### config.mk
export PLATFORM = sky130hd
export DESIGN_NAME = f_ifu_flat
export DESIGN_NICKNAME = d
export VERILOG_FILES = /design/src/rtl/f_ifu_pkg.sv /design/src/rtl/f_ifu_if.sv /design/src/rtl/f_npc.sv /design/src/rtl/f_ifu.sv /design/src/flat_wrapper.sv
export SDC_FILE = /design/constraint.sdc
export NUM_CORES = 1
export LEC_CHECK = 0
export CORE_MARGIN = 3
export CORE_UTILIZATION = 35
export DETAILED_ROUTE_END_ITERATION = 10
export PLACE_DENSITY = 0.7
export SLEW_MARGIN = 30
export SYNTH_ARGS = -nofsm -noshare
export SYNTH_HDL_FRONTEND = slang
export SYNTH_SLANG_ARGS = --single-unit
### constraint.sdc
create_clock -name clk -period 2.83 [get_ports clk]
set_clock_uncertainty 0.2 [all_clocks]
set_input_delay 0.283 -clock clk [delete_from_list [all_inputs] [get_ports clk]]
set_output_delay 0.283 -clock clk [all_outputs]
set_load 0.02 [all_outputs]
### src/rtl/f_ifu_pkg.sv
// +--------------------------------------------------------------+
// | f_ifu_pkg : shared next-PC encodings and fetch constants     |
// | Rev 1.0                                                      |
// +--------------------------------------------------------------+
`default_nettype none

package f_ifu_pkg;

   typedef enum logic [1:0] {
      NPC_PC4 = 2'd0,
      NPC_B   = 2'd1,
      NPC_J   = 2'd2,
      NPC_JR  = 2'd3
   } npc_op_e;

   localparam logic [31:0] C_RESET_PC    = 32'h0000_3000;
   localparam logic [31:0] C_NOP         = 32'h0000_0000;
   localparam logic [31:0] C_PC_STEP     = 32'd4;
   localparam logic [31:0] C_LINK_OFFSET = 32'd8;
   localparam logic [1:0]  C_WORD_ALIGN  = 2'b00;
   localparam int          C_IMM16_W     = 16;
   localparam int          C_REGION_HI   = 31;
   localparam int          C_REGION_LO   = 28;

endpackage

`default_nettype wire

### src/rtl/f_ifu_if.sv
// +--------------------------------------------------------------+
// | f_ifu_if : fetch-unit control, IM and F/D register signals   |
// | Rev 1.0                                                      |
// +--------------------------------------------------------------+
`default_nettype none

interface f_ifu_if;

   logic        stall;
   logic [31:0] F_instr;
   logic [1:0]  NPCop;
   logic        Jump_b;
   logic        FDflush;
   logic [25:0] D_imm26;
   logic [31:0] D_rs;
   logic [31:0] F_PC;
   logic [31:0] D_PC;
   logic [31:0] D_instr;
   logic [31:0] D_PC8;

   modport slave (
      input  stall, F_instr, NPCop, Jump_b, FDflush, D_imm26, D_rs,
      output F_PC, D_PC, D_instr, D_PC8
   );

   modport master (
      output stall, F_instr, NPCop, Jump_b, FDflush, D_imm26, D_rs,
      input  F_PC, D_PC, D_instr, D_PC8
   );

endinterface

`default_nettype wire

### src/rtl/f_npc.sv
// +--------------------------------------------------------------+
// | f_npc : purely combinational next-PC selection               |
// | Rev 1.0                                                      |
// +--------------------------------------------------------------+
`default_nettype none

module f_npc
   import f_ifu_pkg::*;
(
   input  wire logic [31:0] pc,
   input  wire logic [31:0] d_pc,
   input  wire logic [1:0]  npc_op,
   input  wire logic        jump_b,
   input  wire logic [25:0] imm26,
   input  wire logic [31:0] rs,
   output      logic [31:0] npc
);

   logic [31:0] w_seq_pc;
   logic [31:0] w_branch_off;

   assign w_seq_pc     = pc + C_PC_STEP;
   // Sign-extended word offset: 14 copies of imm16[15] then imm16, then word alignment.
   assign w_branch_off = {{(32 - C_IMM16_W - 2){imm26[C_IMM16_W-1]}},
                          imm26[C_IMM16_W-1:0], C_WORD_ALIGN};

   always_comb begin
      npc = w_seq_pc;
      case (npc_op)
         NPC_PC4: npc = w_seq_pc;
         NPC_B:   npc = jump_b ? (d_pc + C_PC_STEP + w_branch_off) : w_seq_pc;
         NPC_J:   npc = {d_pc[C_REGION_HI:C_REGION_LO], imm26, C_WORD_ALIGN};
         NPC_JR:  npc = rs;
         default: npc = w_seq_pc;
      endcase
   end

endmodule

`default_nettype wire

### src/rtl/f_ifu.sv
// +--------------------------------------------------------------+
// | f_ifu : PC register, next-PC steering and F/D pipeline reg   |
// | Rev 1.0                                                      |
// +--------------------------------------------------------------+
`default_nettype none

module f_ifu
   import f_ifu_pkg::*;
(
   input  wire logic  clk,
   input  wire logic  reset,
   f_ifu_if.slave     bus
);

   logic [31:0] pc_q,      pc_d;
   logic [31:0] d_pc_q,    d_pc_d;
   logic [31:0] d_instr_q, d_instr_d;
   logic [31:0] w_npc;

   f_npc u_npc (
      .pc     (pc_q),
      .d_pc   (d_pc_q),
      .npc_op (bus.NPCop),
      .jump_b (bus.Jump_b),
      .imm26  (bus.D_imm26),
      .rs     (bus.D_rs),
      .npc    (w_npc)
   );

   // Stall freezes everything; a flush only replaces the word entering D.
   always_comb begin
      pc_d      = pc_q;
      d_pc_d    = d_pc_q;
      d_instr_d = d_instr_q;
      if (!bus.stall) begin
         pc_d      = w_npc;
         d_pc_d    = pc_q;
         d_instr_d = bus.FDflush ? C_NOP : bus.F_instr;
      end
   end

   always_ff @(posedge clk or negedge reset) begin
      if (!reset) begin
         pc_q      <= C_RESET_PC;
         d_pc_q    <= C_RESET_PC;
         d_instr_q <= C_NOP;
      end else begin
         pc_q      <= pc_d;
         d_pc_q    <= d_pc_d;
         d_instr_q <= d_instr_d;
      end
   end

   assign bus.F_PC    = pc_q;
   assign bus.D_PC    = d_pc_q;
   assign bus.D_instr = d_instr_q;
   assign bus.D_PC8   = d_pc_q + C_LINK_OFFSET;

endmodule

`default_nettype wire

### src/flat_wrapper.sv
// flat-port wrapper written by rule: the top's interface ports become plain ports
module f_ifu_flat import f_ifu_pkg::*;
  (clk, reset, bus_stall, bus_F_instr, bus_NPCop, bus_Jump_b, bus_FDflush, bus_D_imm26, bus_D_rs, bus_F_PC, bus_D_PC, bus_D_instr, bus_D_PC8);
  f_ifu_if bus_i ();
  input  wire logic clk;
  input  wire logic reset;
  input wire logic [$bits(bus_i.stall)-1:0] bus_stall;
  input wire logic [$bits(bus_i.F_instr)-1:0] bus_F_instr;
  input wire logic [$bits(bus_i.NPCop)-1:0] bus_NPCop;
  input wire logic [$bits(bus_i.Jump_b)-1:0] bus_Jump_b;
  input wire logic [$bits(bus_i.FDflush)-1:0] bus_FDflush;
  input wire logic [$bits(bus_i.D_imm26)-1:0] bus_D_imm26;
  input wire logic [$bits(bus_i.D_rs)-1:0] bus_D_rs;
  output wire logic [$bits(bus_i.F_PC)-1:0] bus_F_PC;
  output wire logic [$bits(bus_i.D_PC)-1:0] bus_D_PC;
  output wire logic [$bits(bus_i.D_instr)-1:0] bus_D_instr;
  output wire logic [$bits(bus_i.D_PC8)-1:0] bus_D_PC8;
  assign bus_i.stall = bus_stall;
  assign bus_i.F_instr = bus_F_instr;
  assign bus_i.NPCop = bus_NPCop;
  assign bus_i.Jump_b = bus_Jump_b;
  assign bus_i.FDflush = bus_FDflush;
  assign bus_i.D_imm26 = bus_D_imm26;
  assign bus_i.D_rs = bus_D_rs;
  assign bus_F_PC = bus_i.F_PC;
  assign bus_D_PC = bus_i.D_PC;
  assign bus_D_instr = bus_i.D_instr;
  assign bus_D_PC8 = bus_i.D_PC8;
  f_ifu u_core (.clk(clk), .reset(reset), .bus(bus_i));
endmodule
Yosys cells after proc, flatten, opt, wreduce, memory -nomap -nowiden:

Index checks and enable logic that the tools add are counted.

* register bits after elaboration: 96
* input bits: 97
* output and inout bits: 128
* word-level logic and storage cells: 14

* $add $sub $neg: 4
* eq/ne operators: 3
* muxes and demuxes: 3
* reduce and logical (&&, ||, !) cells: 1

Operators with widths (number)
* 32-bit case mux with 4 select lines: 1
* 32-bit by 3-bit adder with 32-bit output (second input constant): 2
* 32-bit two-way mux: 2
* 32-bit adder: 1
* 32-bit by 4-bit adder with 32-bit output (second input constant): 1
* 2-bit == test (second input constant): 2
* 2-bit by 1-bit == test with 1-bit output (second input constant): 1
* 2-bit logical NOT: 1

Logic depth before layout (Yosys ltp):

* depth after elaboration: 4
* depth in mapped cells: 14

Modules after synthesis:

Synthesis repeated with hierarchy kept, for this count alone.

* cell total of the unflattened synthesis: 888
* area, all modules: 8041.5 µm²

Modules (own cells, without submodules)
* f_ifu: times used 1, cells an instance 358, area each 4274.1 µm², seq. area each 2407.3 µm²
* f_npc: times used 1, cells an instance 530, area each 3767.4 µm², seq. area each 0.0 µm²

Worst setup path before layout:

Ideal clock, no wire load.

* path kind: reg2reg
* start point: register u_core.d_pc_q[3] (netlist: u_core.bus.D_PC[3])
* end point: register u_core.pc_q[31] (netlist: u_core.bus.F_PC[31])
* library setup time: 69 ps
* arrival: 2890 ps
* required time: 2561 ps
* slack: -330 ps
* stages on the path, launching flop included: 13
* path buffers: 0
* clock period less this slack: 3160 ps
* path through: dfrtp_1 ha_1 ha_1 inv_1 fa_1 nor2b_1 o31ai_2 a31oi_4 o2bb2ai_2 a31o_4 a31oi_2 or4_1 nand3_1

* word-level cells in the longest chain between the ends: 4

Ends and longest elaborated chain
* start: declaration: line f_ifu.sv:16 `logic [31:0] d_pc_q, d_pc_d;`
* start signal: assignment: line f_ifu.sv:49 `d_pc_q <= d_pc_d;`
* 32-bit by 3-bit adder with 32-bit output: line f_npc.sv:31 `NPC_B: npc = jump_b ? (d_pc + C_PC_STEP + w_branch_off) : w_seq_pc;`
* 32-bit adder: line f_npc.sv:31
* 32-bit two-way mux: line f_npc.sv:31
* 32-bit case mux with 4 select lines: line f_npc.sv:29 `case (npc_op)`
* end signal: assignment: line f_ifu.sv:48 `pc_q <= pc_d;`
* end: declaration: line f_ifu.sv:15 `logic [31:0] pc_q, pc_d;`

Every way passes these cells.
A chain may end at the register's enable or synchronous reset.

Final worst setup path:

* start point: register u_core.d_pc_q[5] (netlist: u_core.bus.D_PC[5])
* end point: output port bus_D_PC8[28]

* word-level cells in the longest chain between the ends: 1

Ends and longest elaborated chain
* 32-bit by 4-bit adder with 32-bit output: line f_ifu.sv:57 `assign bus.D_PC8 = d_pc_q + C_LINK_OFFSET;`
* end: declaration: line flat_wrapper.sv:17 `output wire logic [$bits(bus_i.D_PC8)-1:0] bus_D_PC8;`

Every way passes these cells.

==> results.cfg <==
[status]
outcome = finished, violations left
violations = setup timing

[sta]
grt_setup_unrepaired = true
final_hold_violation_count = 0
maxClockFrequency_ghz = 0.343
final_ws_setup_ps = -89.2
setup_viol_count_final = 13
tightest_slew_ps = 851
report.final.slew_viol_count = 0
final.period_utilization_pct = 103
min_period_ps = 2920
slew_headroom_pct = 43.1

[power_and_ir_drop]
vdd.ir_drop.worst_uv = 326
power_leakage_uw = 0.00512
totalPowerFinal_uw = 7910
power-per-cell-area_nw_per_um2 = 664

[setup_path]
reg2reg_setup_slack_ps = -70
critical_path.reg2reg.endpoint = u_core.bus.F_PC[31]
crit_path_category = reg2out
worst_ep_required_time_ps = 2350
worst-path-max-fanout = 4
critPathArrivalTime_ps = 2440
r2r_start = u_core.bus.D_PC[3]
ff2ff_path_depth = 12
crit_path_start_kind = register
crit_path_end_kind = output pin

[clocking]
clk_latency_ps = 350
clock_tree_from_tritoncts = yes
cts-buffers-inserted = 9
clkSlewWorstSetupHoldPaths_ps = 70
clock_sink_count = 96
cts.htree.levels = 3
clk_path_buf_depth = 2
clock_tree.root_cell = sky130_fd_sc_hd__clkbuf_16

[yosys]
yosys.cell_count.top_type = sky130_fd_sc_hd__nand2_1
synth_top_cells_by_area = sky130_fd_sc_hd__dfrtp_1 31%, sky130_fd_sc_hd__ha_1 10%, sky130_fd_sc_hd__mux2_2 7.6%, sky130_fd_sc_hd__o21ai_0 5.8%, sky130_fd_sc_hd__nand2_1 5.4%
number_of_library_cell_types_mapped_by_synthesis = 65
synth.cell_area_um2 = 7370
synth_flop_cell = sky130_fd_sc_hd__dfrtp_1
synth_cells = 845
synthArstFlopShare_pct = 100
synth_seq_area_share_pct = 32.7
synth_enable_flop_cells = 0
synth_top_cells_by_count = 107 x sky130_fd_sc_hd__nand2_1, 92 x sky130_fd_sc_hd__dfrtp_1, 86 x sky130_fd_sc_hd__o21ai_0
yosys.area.top_type_share_pct = 31.2
synth_warnings = 0
synth.ff_latch_count = 96
yosysTopAreaCell = sky130_fd_sc_hd__dfrtp_1
synth_fp_nets = 1002
syn_area_per_cell_um2 = 8.72

[placement]
dp.final_hpwl_um = 19200
globalplace.congestion = 0.902
numPlacedInstances = 1429
placement.io_buffers = 224

[grt]
grt_pass1_wl_um = 40400
first_global_vias = 7850
grt_start_max_net_pins = 55
total_global_routing_track_utilization_pct = 22.2
grt_antenna_before_repair = 1
total_global_routing_overflow = 0

[hold_path]
hold_path.class = in2reg
min_delay_path_depth = 3
hold_path_startpoint = bus_stall
min_delay_worst_endpoint = u_core.bus.D_instr[26]

[finish]
drive_gt1_share_pct = 28.8
multi_input_comb_area_um2 = 5420
synthToLayoutAreaGrowth_pct = 61.7
finish.net_count = 1349
fillCellCount = 1766
layout_cells_excl_fill = 1468
area.sequential_um2 = 2410

[detailed_routing]
ant_nets = 0
num_vias = 7834
wl_per_cell_um = 17.9
total_length_of_routed_wires_um = 26300
first_iter_violations = 535
route.detailed.vias_per_inst = 5.34
drt-pass1-iter-count = 5
drc_violations = 0

[floorplan]
floorplan.die_area_um2 = 22800
fp.dieW_um = 151
io_pins = 225
dieHeight_um = 151
core_area_um2 = 20500
start_util_pct = 36.0
placement_rows = 52

[flow_run]
drv.max_cap_violation_count = 0
-- worst max-delay path: stages (launching register included) --
cell and delay [ps]:
sky130_fd_sc_hd__dfrtp_2 380, sky130_fd_sc_hd__and3_4 190, sky130_fd_sc_hd__and2_4 160, sky130_fd_sc_hd__buf_6 90, sky130_fd_sc_hd__nand4_1 170, sky130_fd_sc_hd__or2_4 320
sky130_fd_sc_hd__nor4_2 140, sky130_fd_sc_hd__buf_4 210, sky130_fd_sc_hd__nand2_2 80, sky130_fd_sc_hd__xnor2_2 150, sky130_fd_sc_hd__buf_4 160
-- cells by family (layout without fill, tap and decap cells) --
family                   Yosys count  after routing  synth area share [%]
buffers and inverters             62            414                  3.36
AND/OR/NAND/NOR                  274            274                  17.8
other                              0              1                     0
adder cells (fa/ha/maj)           60             60                  10.3
XOR/XNOR                          53             53                  6.30
AO/OA/AOI/OAI                    243            243                  20.8
multiplexers                      57             57                  8.76
flip-flops                        96             96                  32.7
-- layout by cell type, fill, tap and decap left out, types with 34 or more instances in the layout --
cell                              instances
sky130_fd_sc_hd__a21oi_1                 51
sky130_fd_sc_hd__buf_4                  153
sky130_fd_sc_hd__clkdlybuf4s50_1        195
sky130_fd_sc_hd__dfrtp_1                 86
sky130_fd_sc_hd__ha_1                    34
sky130_fd_sc_hd__mux2_2                  50
sky130_fd_sc_hd__nand2_1                103
sky130_fd_sc_hd__nand2b_1                39
sky130_fd_sc_hd__nor2_1                  37
sky130_fd_sc_hd__o21ai_0                 77
-- stage by stage --
| stage | cell area (um2) | setup slack, ps | hold WS (ps) | util [%] | TNS (ps) |
|---|---|---|---|---|---|
| 3_3_place_gp | 10900 | -503 | 198 | 52.9 | -9350 |
| 4_1_cts | 11500 | -110 | 188 | 56.3 | -977 |
| 3_5_place_dp | 10900 | -528 | 208 | 52.9 | -10650 |
| 6_report | 11900 | -89.2 | 200 | 58.2 | -526 |
| 5_1_grt | 11900 | -211 | 213 | 58.2 | -2630 |
| 2_1_floorplan | 7460 | -101 | -213 | - | -182 |
-- registers in the layout, indices dropped and copies added (netlist names) --
name and cells:
u_core.bus.D_instr 32, u_core.bus.D_PC 32, u_core.bus.F_PC 32
-- layer usage --
| layer | vias up | GRT usage [%] | part of all wire [%] | routed length (um) |
|---|---|---|---|---|
| li1 | 3764 | - | - | - |
| met1 | 3723 | 28.5 | 42 | 11000 |
| met2 | 308 | 37.4 | 48 | 12700 |
| met3 | 39 | 4.55 | 7.7 | 2020 |
| met4 | 0 | 7.52 | 2.0 | 524 |
| met5 | - | 0 | 0 | 0 |
-- report_power, final --
part / switching [uW] / leakage (uW) / internal, uW / total, uW
clock: 574 / 0.000139 / 690 / 1260
sequential: 319 / 0.00119 / 1630 / 1940
combinational: 2310 / 0.00378 / 2400 / 4700
-- layout make-up --
cell class,count,share of cell area (%)
clock inverter,6,0.567
inverter,19,0.598
timing repair buffer,379,28.4
tap,270,2.83
multi-input combinational,687,45.4
sequential,96,20.3
antenna,1,0.0210
clock buffer,10,1.92
-- how the worst max path moves through the flow --
stage / end / slack, ps / start
floorplan: u_core.bus.F_PC[31] / -100 / u_core.bus.D_PC[3]
global placement: u_core.bus.F_PC[31] / -500 / bus_D_imm26[0]
detailed placement: u_core.bus.F_PC[31] / -530 / bus_D_imm26[0]
CTS: bus_D_PC8[26] / -110 / u_core.bus.D_PC[5]
global route: bus_D_PC8[28] / -210 / u_core.bus.D_PC[6]
finish: bus_D_PC8[28] / -90 / u_core.bus.D_PC[5]
-- timing repair --
action                                  4_1_cts  5_1_grt
cloned                                        0        0
hold buffers                                  1        0
endpoints found under the hold margin        49        0
buffers inserted                              8       14
endpoints found under the setup margin       38       36
gates resized for setup                     145       71
pin swaps                                    38       46
(Power assumes the default switching activity.)
